File: src/rtl/mem_block_arbiter.sv
// rtl/mem_block_arbiter.sv - I/D cache block-refill arbiter onto a single main-memory port
module mem_block_arbiter #(
   parameter int TIMEOUT = 255
) (
   input  logic         CLK,
   input  logic         RESET,
   input  logic         i_req,
   input  logic [31:0]  i_addr,
   output logic [255:0] i_block,
   output logic         i_done,
   input  logic         d_req,
   input  logic         d_we,
   input  logic [31:0]  d_addr,
   input  logic [255:0] d_wdata,
   output logic [255:0] d_block,
   output logic         d_done,
   output logic         mem_req,
   output logic         mem_we,
   output logic [31:0]  mem_addr,
   output logic [255:0] mem_wdata,
   input  logic [255:0] mem_rdata,
   input  logic         mem_ready,
   output logic         FREEZE,
   output logic         timeout_err
);

   typedef enum logic [2:0] {IDLE, I_RD, D_RD, D_WR, DONE} state_t;

   state_t      state, next_state;
   logic        last_grant_d;
   logic [7:0]  wait_cnt;
   logic [8:0]  cnt_inc;
   logic        busy, grant, grant_d, finish, timeout_ev;
   logic [31:0] sel_addr;

   assign mem_req = busy;
   assign FREEZE  = i_req | d_req | (state != IDLE);

   // Next-state logic: arbitration in IDLE, completion/timeout detection in BUSY states
   always_comb begin
      next_state = state;
      grant      = 1'b0;
      grant_d    = 1'b0;
      busy       = 1'b0;
      finish     = 1'b0;
      timeout_ev = 1'b0;
      cnt_inc    = {1'b0, wait_cnt} + 9'd1;
      case (state)
         IDLE: begin
            if (i_req || d_req) begin
               grant   = 1'b1;
               // D wins a tie unless it won the previous grant
               grant_d = d_req && (!i_req || !last_grant_d);
               if (grant_d) next_state = d_we ? D_WR : D_RD;
               else         next_state = I_RD;
            end
         end
         I_RD, D_RD, D_WR: begin
            busy = 1'b1;
            if (mem_ready) begin
               finish = 1'b1;
            end else if (cnt_inc == 9'(TIMEOUT)) begin
               finish     = 1'b1;
               timeout_ev = 1'b1;
            end
            if (finish) next_state = DONE;
         end
         DONE:    next_state = IDLE;
         default: next_state = IDLE;
      endcase
   end

   assign sel_addr = grant_d ? d_addr : i_addr;

   // State register
   always_ff @(posedge CLK or negedge RESET) begin
      if (!RESET) state <= IDLE;
      else        state <= next_state;
   end

   // Capture the granted request and run the wait counter
   always_ff @(posedge CLK or negedge RESET) begin
      if (!RESET) begin
         last_grant_d <= 1'b0;
         mem_addr     <= '0;
         mem_we       <= 1'b0;
         mem_wdata    <= '0;
         wait_cnt     <= '0;
      end else if (grant) begin
         last_grant_d <= grant_d;
         mem_addr     <= {sel_addr[31:5], 5'b0};
         mem_we       <= grant_d & d_we;
         if (grant_d && d_we) mem_wdata <= d_wdata;
         wait_cnt     <= '0;
      end else if (busy && !mem_ready) begin
         wait_cnt <= cnt_inc[7:0];
      end
   end

   // Load refill blocks, pulse done on entry to DONE, latch sticky timeout
   always_ff @(posedge CLK or negedge RESET) begin
      if (!RESET) begin
         i_block     <= '0;
         d_block     <= '0;
         i_done      <= 1'b0;
         d_done      <= 1'b0;
         timeout_err <= 1'b0;
      end else begin
         i_done <= 1'b0;
         d_done <= 1'b0;
         if (finish) begin
            case (state)
               I_RD: begin
                  i_block <= timeout_ev ? '0 : mem_rdata;
                  i_done  <= 1'b1;
               end
               D_RD: begin
                  d_block <= timeout_ev ? '0 : mem_rdata;
                  d_done  <= 1'b1;
               end
               D_WR:    d_done <= 1'b1;
               default: ;
            endcase
         end
         if (timeout_ev) timeout_err <= 1'b1;
      end
   end

endmodule

File: config.mk
export PLATFORM = sky130hd
export DESIGN_NAME = mem_block_arbiter
export DESIGN_NICKNAME = d
export VERILOG_FILES = /design/src/rtl/mem_block_arbiter.sv
export SDC_FILE = /design/constraint.sdc
export NUM_CORES = 1
export LEC_CHECK = 0
export BUFFER_PORTS_ARGS = -buffer_cell sky130_fd_sc_hd__buf_2
export CORE_AREA = 2 2 541 543
export DETAILED_ROUTE_END_ITERATION = 10
export DIE_AREA = 0 0 543 545
export PLACE_DENSITY = 0.3
export SETUP_SLACK_MARGIN = 0.15
export SYNTH_ARGS = -nofsm -noshare
export SYNTH_HDL_FRONTEND = slang
export SYNTH_SLANG_ARGS = --single-unit
File: constraint.sdc
create_clock -name CLK -period 3.7 [get_ports CLK]
set_input_delay 0.74 -clock CLK [delete_from_list [all_inputs] [get_ports CLK]]
set_output_delay 0.74 -clock CLK [all_outputs]
set_load 0.02 [all_outputs]
==> results.py <==
metrics = {
    "run_status": {
        "outcome": "finished, final reports clean",
    },
    "finish": {
        "final_cells": 8414,
        "drive_above_1_share_pct": 43.4,
        "final_common_cell": "buf_2",
        "fillers": 32900,
        "layout_common_cells": "buf_2 (1371), nand2_1 (1065), dfrtp_1 (811), o21ai_0 (507), mux2_2 (256)",
        "final_nets": 4963,
        "area_growth_pct": 51.1,
    },
    "global_routing": {
        "groute.layer.met2.usage_pct": 22.3,
        "busiest_layer": "met2",
        "grt.met3_usage_pct": 6.80,
        "grt-ovfl-total": 0,
        "grt_first_pass_wirelength_mm": 276,
        "grt.met1_usage_pct": 15.6,
        "track_usage_pct": 13.6,
        "grt_max_degree": 85,
        "antenna_found_initial": 177,
        "grt_pass1_vias": 29600,
    },
    "worst_setup_path": {
        "worstRegToRegCells": 6,
        "slowest_stage": "nor3_1",
        "cp-start-kind": "register",
        "cp.buffers_inverters": 1,
        "reg2reg_from": "wait_cnt[0]$_DFFE_PN0P_",
        "cp.required_ns": 2.96,
        "slowest_delay_ns": 0.49,
        "critPathKind": "register to primary output",
        "path_depth": 3,
        "worst_setup_path_end_kind": "primary output",
        "reg2reg_to": "i_block[125]$_DFFE_PN0P_",
        "reg2reg_slack_ns": 0.97,
        "arrival_ns": 2.04,
        "cp_top_family": "simple AND/OR/NAND/NOR gates",
        "crit_chain": "nor3_1 > nand2_1 > buf_2",
        "worst-path-max-fanout": 5,
    },
    "synthesis": {
        "synthMuxAreaShare_pct": 9.16,
        "yosysSeqAreaShare_pct": 64.5,
        "synth_edf_count": 0,
        "yosys_register_bits": 811,
        "synth_cell_types": 39,
        "ys_warn_count": 0,
        "synthAdderAreaFrac_pct": 0.0795,
        "synth_ff_type": "dfrtp_1",
        "async_flop_share_pct": 100,
        "syn-cell-area_um2": 31500,
        "synthSimpleGateAreaFrac_pct": 13.4,
        "yosys.area_share.xor_xnor_pct": 0.0278,
        "synth_area_per_cell_um2": 10.5,
        "synth_cells": 2984,
        "synth_top_family_by_area": "simple AND/OR/NAND/NOR gates",
        "synth_compound_area_share_pct": 9.67,
    },
    "clock_network": {
        "clock_sinks": 811,
        "cts_tree": "done",
        "clock_path_buffers": 4,
        "clk_pin_slew_ns": 0.06,
        "root_buffer": "clkbuf_16",
        "cts_resized": 0,
        "numCtsBuffers": 113,
        "cts_setup_buffers": 0,
        "clkLatencyLatePin_ns": 0.82,
        "ctsHoldBuffers": 1,
        "cts-htree-levels": 3,
    },
    "timing": {
        "hold_violations": 0,
        "skew_ns": 0.0671,
        "worst_pin_slew_ns": 1.03,
        "relSlewSlack_pct": 31.4,
        "period_share_pct": 75.0,
        "finalSetupTns_ns": 0,
        "slew_viol_final": 0,
        "rsz0062_at_grt": "false",
        "whs_ns": 0.129,
        "setup_viol": 0,
        "max_freq_mhz": 360,
        "fin_crit_ns": 2.78,
    },
    "die": {
        "initial_core_util_pct": 10.8,
        "core-area_um2": 290000,
        "std_cell_rows": 198,
        "die_w_um": 543,
        "boundaryPins": 1388,
        "die_h_um": 545,
        "dieArea_um2": 296000,
    },
    "power": {
        "vdd_drop_max_mv": 0.457,
        "power_mw": 45.8,
        "p_per_area_nw_per_um2": 962,
        "power.static_leakage_nw": 22.3,
    },
    "drt": {
        "remaining_drc_errors": 0,
        "vias": 28700,
        "ant_nets": 0,
        "dr.first_iter.drc_count": 1534,
        "dr.pass1.iters": 5,
        "via_per_inst": 3.41,
        "wl_per_cell_um": 24.8,
        "finalWirelength_mm": 209,
    },
    "worst_hold_path": {
        "hold_path.class": "input port to register",
        "min_from": "mem_rdata[131]",
        "min_to": "d_block[131]$_DFFE_PN0P_",
        "whs_path_depth": 3,
    },
    "placement": {
        "io_buffers": 1372,
        "hpwlAfterDp_mm": 169,
        "dpl.cell_count": 8163,
        "gp_congestion": 0.847,
    },
    "job": {
        "maxCapViolations": 0,
    },
}
## worst max path at each step
stage | to | startpoint
final | FREEZE | state[0]$_DFFE_PN0P_
after global routing | FREEZE | state[0]$_DFFE_PN0P_
after CTS | FREEZE | state[2]$_DFFE_PN0P_
after detailed placement | mem_wdata[68]$_DFFE_PN0P_ | i_req
after global placement | mem_wdata[78]$_DFFE_PN0P_ | i_req
after floorplan | d_block[15]$_DFFE_PN0P_ | wait_cnt[0]$_DFFE_PN0P_
## sequential cells by signal (all words and copies together) (netlist names)
register      count
d_block         256
i_block         256
mem_wdata       256
mem_addr         27
wait_cnt          8
state             3
d_done            1
i_done            1
last_grant_d      1
mem_we            1
timeout_err       1
## worst min-delay path, stage by stage
cell and delay, ns:
buf_2 0.09, nand2_1 0.04, o21ai_0 0.06
## Yosys cell counts, types with 2 or more instances
cell type	number	area (um2)
a21o_1	3	22.5
a31oi_1	2	12.5
and2_1	4	25.0
buf_1	3	11.3
buf_2	24	120
buf_4	5	37.5
buf_6	6	67.6
clkbuf_1	129	484
clkbuf_2	50	250
dfrtp_1	811	20300
ha_1	2	25.0
inv_1	2	7.51
mux2_2	256	2880
nand2_1	1068	4010
nand4_1	3	18.8
nor2_1	9	33.8
nor2b_1	2	12.5
nor3_1	2	10.0
nor3b_1	3	22.5
nor4_4	2	42.5
o21ai_0	508	2540
o21ai_1	45	225
o21bai_1	2	15.0
o22ai_1	28	175
## through the flow
stage | setup WS (ns) | util, % | cell area (um2)
after global routing | 0.796 | 16.4 | 47500
after detailed placement | 0.973 | 15.0 | 43600
final | 0.923 | 16.4 | 47500
after global placement | 0.994 | 15.0 | 43600
after floorplan | 1.55 | - | 31500
after CTS | 0.813 | 16.3 | 47400
## power by group
part | internal [mW] | leakage, nW | switching, mW
registers | 13.1 | 10.0 | 2.45
clock network | 6.90 | 1.86 | 4.52
logic | 5.78 | 10.4 | 13.0
total | 25.7 | 22.3 | 20.0
## layer usage
metal | wire (um) | up-vias
met4 | 4880 | 142
li1 | - | 12700
met2 | 97700 | 1311
met3 | 24200 | 429
met5 | 892 | -
met1 | 81400 | 14100
## logic make-up after synthesis
family,count (synthesis)
AO/OA/AOI/OAI,593
XOR/XNOR,1
adder cells (fa/ha/maj),2
buffers and inverters,219
flip-flops,811
multiplexers,256
other,1
AND/OR/NAND/NOR,1101
## cell type report
type                       count  area [um2]  area share (%)
clock inverter                32         514            1.08
multi-input combinational   1958       10200            21.6
timing repair buffer        1493        8180            17.2
inverter                       2        7.51          0.0158
tap                         3900        4880            10.3
antenna                       51         128           0.268
clock buffer                 167        3300            6.94
sequential                   811       20300            42.7
Power figures use the tool's default switching activity.
